--- config.mk ---
export PLATFORM = sky130hd
export DESIGN_NAME = div_arbiter
export DESIGN_NICKNAME = d
export VERILOG_FILES = /design/src/rtl/div_arbiter.sv
export SDC_FILE = /design/constraint.sdc
export NUM_CORES = 1
export LEC_CHECK = 0
export ABC_AREA = 1
export BUFFER_PORTS_ARGS = -buffer_cell sky130_fd_sc_hd__buf_2
export CAP_MARGIN = 20
export CORE_AREA = 2 2 92 94
export DETAILED_ROUTE_END_ITERATION = 6
export DIE_AREA = 0 0 94 96
export PLACE_DENSITY_LB_ADDON = 0.2
export SLEW_MARGIN = 20
export SYNTH_ARGS = -nofsm -noshare
export SYNTH_HDL_FRONTEND = slang
export SYNTH_SLANG_ARGS = --single-unit
--- constraint.sdc ---
create_clock -name CLK -period 2 [get_ports CLK]
set_clock_uncertainty 0.1 [all_clocks]
set_input_delay 0.4 -clock CLK [delete_from_list [all_inputs] [get_ports CLK]]
set_output_delay 0.4 -clock CLK [all_outputs]
set_load 0.05 [all_outputs]
--- src/rtl/div_arbiter.sv ---
// div_arbiter: round-robin arbiter/sequencer sharing one iterative divider among NREQ requesters.
// Optional DIV_ARB_ZERO_BYPASS_EN answers zero divisors locally without starting the divider.
module div_arbiter #(
  parameter int NREQ = 4,
  parameter int W    = 8
) (
  input  logic              CLK,
  input  logic              RST,
  input  logic [NREQ-1:0]   req,
  input  logic [NREQ*W-1:0] num,
  input  logic [NREQ*W-1:0] den,
  output logic [NREQ-1:0]   done,
  output logic              er,
  output logic [W-1:0]      Coc,
  output logic [W-1:0]      Res,
  output logic              busy,
  output logic [2:0]        gnt_id,
  output logic              div_start,
  output logic [W-1:0]      div_num,
  output logic [W-1:0]      div_den,
  input  logic              div_done,
  input  logic              div_er,
  input  logic [W-1:0]      div_coc,
  input  logic [W-1:0]      div_res
);

  typedef enum logic [1:0] {S_IDLE, S_ISSUE, S_WAIT, S_RESP} state_t;

  state_t       state_q, state_d;
  logic [2:0]   ptr_q, ptr_d;
  logic [2:0]   gnt_q, gnt_d;
  logic [W-1:0] num_q, num_d;
  logic [W-1:0] den_q, den_d;
  logic [W-1:0] coc_q, coc_d;
  logic [W-1:0] res_q, res_d;
  logic         er_q, er_d;

  logic         hi_vld, lo_vld, pick_vld;
  logic [2:0]   hi_idx, lo_idx, pick_idx;
  logic [W-1:0] pick_num, pick_den;
  logic         zero_den;

  // Descending scan leaves the lowest set index; hi_* restricts it to indices at or above ptr.
  always_comb begin
    hi_vld = 1'b0;
    hi_idx = '0;
    lo_vld = 1'b0;
    lo_idx = '0;
    for (int k = NREQ - 1; k >= 0; k--) begin
      if (req[k]) begin
        lo_vld = 1'b1;
        lo_idx = 3'(k);
        if (k >= int'(ptr_q)) begin
          hi_vld = 1'b1;
          hi_idx = 3'(k);
        end
      end
    end
    pick_vld = lo_vld;
    pick_idx = hi_vld ? hi_idx : lo_idx;
  end

  always_comb begin
    pick_num = '0;
    pick_den = '0;
    for (int k = 0; k < NREQ; k++) begin
      if (pick_idx == 3'(k)) begin
        pick_num = num[k*W +: W];
        pick_den = den[k*W +: W];
      end
    end
  end

`ifdef DIV_ARB_ZERO_BYPASS_EN
  assign zero_den = (den_q == '0);
`else
  assign zero_den = 1'b0;
`endif

  always_comb begin
    state_d = state_q;
    ptr_d   = ptr_q;
    gnt_d   = gnt_q;
    num_d   = num_q;
    den_d   = den_q;
    coc_d   = coc_q;
    res_d   = res_q;
    er_d    = er_q;
    case (state_q)
      S_IDLE: begin
        if (pick_vld) begin
          gnt_d   = pick_idx;
          num_d   = pick_num;
          den_d   = pick_den;
          state_d = S_ISSUE;
        end
      end
      S_ISSUE: begin
        if (zero_den) begin
          er_d    = 1'b1;
          coc_d   = '0;
          res_d   = '0;
          state_d = S_RESP;
        end else begin
          state_d = S_WAIT;
        end
      end
      S_WAIT: begin
        if (div_done) begin
          coc_d   = div_coc;
          res_d   = div_res;
          er_d    = div_er;
          state_d = S_RESP;
        end
      end
      S_RESP: begin
        ptr_d   = (gnt_q == 3'(NREQ - 1)) ? 3'd0 : gnt_q + 3'd1;
        state_d = S_IDLE;
      end
      default: state_d = S_IDLE;
    endcase
  end

  always_ff @(posedge CLK or posedge RST) begin
    if (RST) begin
      state_q <= S_IDLE;
      ptr_q   <= '0;
      gnt_q   <= '0;
      num_q   <= '0;
      den_q   <= '0;
      coc_q   <= '0;
      res_q   <= '0;
      er_q    <= 1'b0;
    end else begin
      state_q <= state_d;
      ptr_q   <= ptr_d;
      gnt_q   <= gnt_d;
      num_q   <= num_d;
      den_q   <= den_d;
      coc_q   <= coc_d;
      res_q   <= res_d;
      er_q    <= er_d;
    end
  end

  // Outputs decode registered state only, so there is no input-to-output path.
  always_comb begin
    done = '0;
    if (state_q == S_RESP) begin
      for (int k = 0; k < NREQ; k++) begin
        if (gnt_q == 3'(k)) done[k] = 1'b1;
      end
    end
  end

  assign busy      = (state_q != S_IDLE);
  assign div_start = (state_q == S_ISSUE) && !zero_den;
  assign gnt_id    = gnt_q;
  assign div_num   = num_q;
  assign div_den   = den_q;
  assign Coc       = coc_q;
  assign Res       = res_q;
  assign er        = er_q;

endmodule

==> results of run 1 <==
-- sequential cells by signal, summed over array words and instances, names as in the netlist --
name     cells
er           1
ptr_q        2
div_den      8
state_q      2
div_num      8
Coc          8
Res          8
gnt_id       2
-- power breakdown --
group | internal, mW | switching [mW] | total (mW)
combinational | 0.978 | 2.54 | 3.51
clock | 0.404 | 0.284 | 0.688
sequential | 1.18 | 0.223 | 1.40
total | 2.56 | 3.04 | 5.61
-- worst register-to-register path, cell delays in order, from the launching register on --
cell	delay (ns)
dfrtp_1	0.42
nor2_2	0.17
nor2_2	0.07
nor2_4	0.09
nand2_4	0.06
inv_4	0.17
nand2_4	0.27
nor2_1	0.17
nor2_1	0.05
nand2_1	0.07
nand2_1	0.05
-- cells by family after synthesis --
kind of cell    synth area share
compound gates            0.0177
fa+ha+maj                 0.0484
buf+inv                   0.0758
flops                      0.419
mux                       0.0823
other cells              0.00161
simple gates               0.355
-- stage by stage --
| stage | utilization | hold WS, ns |
|---|---|---|
| floorplan | - | 0.374 |
| global placement | 0.381 | 0.346 |
| detailed placement | 0.381 | 0.350 |
| CTS | 0.396 | 0.0268 |
| global route | 0.396 | 0.0290 |
| finish | 0.396 | 0.0254 |
-- worst min path at each step --
stage / slack [ns] / cells past startpoint / startpoint / endpoint
after CTS: 0.03 / 3 / RST / Coc[3]
after global routing: 0.03 / 3 / RST / Res[0]
after floorplan: 0.37 / 2 / ptr_q[0] / ptr_q[0]
after detailed placement: 0.35 / 3 / RST / Coc[6]
after global placement: 0.35 / 3 / RST / Res[2]
final: 0.03 / 3 / RST / Coc[3]
-- cell type report --
class / instances / share of cell area
tap: 105 / 0.0412
clock buffer: 6 / 0.0259
sequential: 39 / 0.306
timing repair buffer: 134 / 0.223
multi-input combinational: 214 / 0.369
inverter: 19 / 0.0239
clock inverter: 2 / 0.0110
-- per-layer routing --
metal | vias to the layer above | part of all wire | wire, microns | track usage
met5 | - | 0 | 0 | 0
met1 | 1066 | 0.42 | 2750 | 0.176
li1 | 1188 | - | - | -
met4 | 0 | 0.017 | 112 | 0.0519
met3 | 9 | 0.058 | 376 | 0.0274
met2 | 85 | 0.50 | 3250 | 0.249
-- cells in the final DEF, fill, tap and decap left out, types with 7 or more instances in the layout --
master and n:
nor2_1 28, inv_1 15, dfrtp_1 39, nand3_1 49, mux2_2 7, buf_2 128, nand2_1 71, ha_1 8
nor2_2 12, mux2_1 10, nand4_1 15
==> results.json, run 1 <==
{
  "via_count": 2348,
  "ff2ff_setup_slack_ns": 0.21,
  "dp_slack_ns": 0.0977,
  "max_freq_ghz": 0.534,
  "cts_buffer_depth": 2,
  "drv_slew": 0,
  "cp_common_cell": "inv_1",
  "startpoint": "gnt_id[0]",
  "first_iter_violations": 122,
  "synth_edf_count": 0,
  "stdcell_count": 519,
  "final_layout_size_suffix_gt1_frac": 0.411,
  "p_per_area_nw_per_um2": 1760,
  "cts_buffers": 5,
  "hp-class": "in2async",
  "worstSetupPathType": "reg2out",
  "ys_seq_elements": 39,
  "avgSynthCellArea_sq_um": 8.08,
  "synth_top_area_frac": 0.419,
  "start_util": 0.289,
  "slowest_stage": "dfrtp_1",
  "vias_per_cell": 4.52,
  "synth_fp_nets": 385,
  "synthArstFlopShare": 1.00,
  "syn_area_sq_um": 2330,
  "yosys_warnings": 0,
  "cp-end-kind": "output port",
  "status": "finished clean",
  "die-area_sq_um": 9020,
  "drv_cap": 0,
  "reg2reg_to": "div_den[1]",
  "place_area_sq_um": 3070,
  "route.detailed.drc": 0,
  "ant_nets": 0,
  "finalCritPeriodShare": 0.937,
  "grt_usage": 0.143,
  "grt_max_degree": 40,
  "stdcell_area_sq_um": 3190,
  "worstSetupStartpointType": "flip-flop",
  "synth_most_common_cell": "nand2_1",
  "crit_family": "flip-flops",
  "p_leak_nw": 1.75,
  "crit_required_ns": 1.50,
  "gp_congestion": 0.803,
  "fin_setup_tns_ns": 0,
  "dieHeight_microns": 96,
  "synth_area_leader_cell": "dfrtp_1",
  "multiInputGateArea_sq_um": 1180,
  "ir_drop_mv": 0.483,
  "fillers": 855,
  "syn_to_final_growth_pct": 37.0,
  "path_clk_slew_ns": 0.08,
  "cts_root_buf": "clkbuf_8",
  "seq_area_sq_um": 976,
  "cp_max_fo": 5,
  "grt_pass1_vias": 2096,
  "finalHoldViolCount": 0,
  "ys_seq_area_frac": 0.419,
  "dieWidth_microns": 94,
  "rr_startpoint": "ptr_q[1]",
  "portBuffers": 128,
  "yosysUniqueCellTypes": 24,
  "cpPeakStageDelay_ns": 0.45,
  "cts_tree": "built",
  "wl_mm": 6.49,
  "setup_viol": 0,
  "first_pass_iters": 4,
  "synth-main-ff-cell": "dfrtp_1",
  "postCtsHoldBufs": 0,
  "reg2reg_depth": 10,
  "post_cts.repair.setup_buffers": 0,
  "ys_top_cells_by_area": "dfrtp_1, nand2_1, nand3_1",
  "nNetsFinal": 510,
  "clock-sinks": 39,
  "antenna_found_initial": 0,
  "ios": 130,
  "core_area_sq_um": 8050,
  "syn-instance-count": 288,
  "overflow": 0,
  "cp.arrival_ns": 1.37,
  "path_cells": "inv_1 -> ha_1 -> nand2_1 -> inv_1 -> buf_2",
  "antennaDiodeCount": 0,
  "timing.final.ws_setup_ns": 0.126,
  "cp-endpoint": "done[0]",
  "synthTopCellsByCount": "nand2_1, nand3_1, dfrtp_1, nor2_1, inv_1",
  "post_cts_resized": 0,
  "rows": 33,
  "dp_cells": 511,
  "min_period_ns": 1.87,
  "place_hpwl_mm": 4.83,
  "p_total_mw": 5.61,
  "rsz0062_at_grt": "false",
  "crit_cells": 5,
  "crit_buf_inv": 3,
  "grt_pass1_wl_mm": 10.0,
  "routedWlPerCell_microns": 12.5,
  "htreeDepth": 2,
  "clk-insertion-delay-late_ns": 0.29
}
Note: power is estimated with default switching activity, not from simulation.
==> run 2, diff against run 1 <==
CTS_BUF_LIST = sky130_fd_sc_hd__clkbuf_4   (was unset)
==> run 2 against run 1 <==
Sequential power hardly changed; worst hold slack gained 0.14 ns; setup slack lost 0.041 ns; power is 2.4% lower; clock-buffer cell count is 1 lower; final area down 0.35%; critical path type unchanged; critical endpoint is now busy.
==> results.json, run 2 (same netlist as run 1, synthesis figures left out) <==
{
  "dp_cells": 511,
  "ios": 130,
  "cts_tree": "built",
  "drv_slew": 0,
  "fin_setup_tns_ns": 0,
  "vias_per_cell": 4.50,
  "wl_mm": 6.50,
  "max_freq_ghz": 0.522,
  "start_util": 0.289,
  "cp_common_cell": "inv_1",
  "timing.final.ws_setup_ns": 0.0849,
  "routedWlPerCell_microns": 12.5,
  "place_hpwl_mm": 4.83,
  "overflow": 0,
  "grt_max_degree": 40,
  "stdcell_count": 520,
  "grt_usage": 0.142,
  "cp-end-kind": "output port",
  "finalCritPeriodShare": 0.958,
  "post_cts.repair.setup_buffers": 0,
  "first_iter_violations": 100,
  "final_layout_size_suffix_gt1_frac": 0.410,
  "antenna_found_initial": 0,
  "grt_pass1_vias": 2119,
  "route.detailed.drc": 0,
  "cts_buffers": 5,
  "layout_common_cells": "buf_2, nand2_1, nand3_1",
  "cpPeakStageDelay_ns": 0.43,
  "syn_to_final_growth_pct": 36.6,
  "gp_congestion": 0.803,
  "antennaDiodeCount": 0,
  "ant_nets": 0,
  "cp.arrival_ns": 1.42,
  "first_pass_iters": 4,
  "clock-sinks": 39,
  "layout.cells.most_common": "buf_2",
  "p_per_area_nw_per_um2": 1720,
  "drv_cap": 0,
  "crit_buf_inv": 3,
  "rsz0062_at_grt": "false",
  "portBuffers": 128,
  "slowest_stage": "dfrtp_1",
  "path_cells": "inv_1 -> ha_1 -> inv_1 -> buf_2",
  "htreeDepth": 2,
  "dieWidth_microns": 94,
  "p_total_mw": 5.47,
  "min_period_ns": 1.92,
  "dp_slack_ns": 0.0977,
  "rows": 33,
  "dieHeight_microns": 96,
  "worstSetupStartpointType": "flip-flop",
  "crit_family": "flip-flops",
  "die-area_sq_um": 9020,
  "via_count": 2338,
  "finalHoldViolCount": 0,
  "cts_buffer_depth": 2,
  "core_area_sq_um": 8050,
  "ir_drop_mv": 0.500,
  "clk-insertion-delay-late_ns": 0.34,
  "status": "finished clean",
  "grt_pass1_wl_mm": 9.98,
  "cts_root_buf": "clkbuf_4",
  "crit_required_ns": 1.50,
  "setup_viol": 0,
  "p_leak_nw": 1.73,
  "path_clk_slew_ns": 0.13,
  "cp_max_fo": 4,
  "nNetsFinal": 511,
  "hp-class": "in2reg",
  "worstSetupPathType": "reg2out",
  "holdWs_ns": 0.162
}
run 2: metal layers:
metal / wire length, microns / GRT usage
met5: 0 / 0
met1: 2800 / 0.172
met3: 356 / 0.0274
met2: 3230 / 0.253
met4: 117 / 0.0483
run 2: final cells by class:
type	count	area, sq um
clock buffers	5	37.5
multi-input cells	214	1190
repair buffers	135	731
well taps	105	131
flip-flops and latches	39	977
fillers	850	4870
clock inverters	3	38.8
inverters	19	76.3
run 2: final timing paths:
check / start / endpoint / slack, ns / cells past startpoint
min in group asynchronous: RST / Coc[3] / 0.51 / 4
setup reg to reg: ptr_q[1] / div_den[0] / 0.26 / 9
hold reg to reg: div_den[3] / div_den[3] / 0.39 / 2
setup / recovery: state_q[0] / busy / 0.08 / 4
max in group asynchronous: RST / gnt_id[0] / 1.07 / 4
hold / removal: div_coc[3] / Coc[3] / 0.16 / 2
run 2: timing repair:
item / CTS / global route
resized for setup: 0 / 8
hold buffers: 1 / 0
endpoints found under the setup margin: 0 / 6
endpoints found under the hold margin: 39 / 0
run 2: power breakdown:
group          total [mW]  switching [mW]  internal, mW
sequential           1.40           0.221          1.18
combinational        3.54            2.55         0.995
clock               0.527           0.270         0.257
total                5.47            3.04          2.43
run 2: stage by stage:
step,util,instance area [sq um]
after detailed placement,0.381,3070
after global placement,0.381,3070
after CTS,0.392,3160
after floorplan,-,2330
final,0.395,3180
after global routing,0.395,3180
run 2: worst register-to-register path: stages, from the launching register on:
cell and delay (ns):
dfrtp_1 0.44, nor2_2 0.17, a21oi_1 0.07, nand2_2 0.21, inv_4 0.09, buf_4 0.20, o21ai_0 0.16, nand3_1 0.10
nand2_1 0.07, nand2_1 0.04
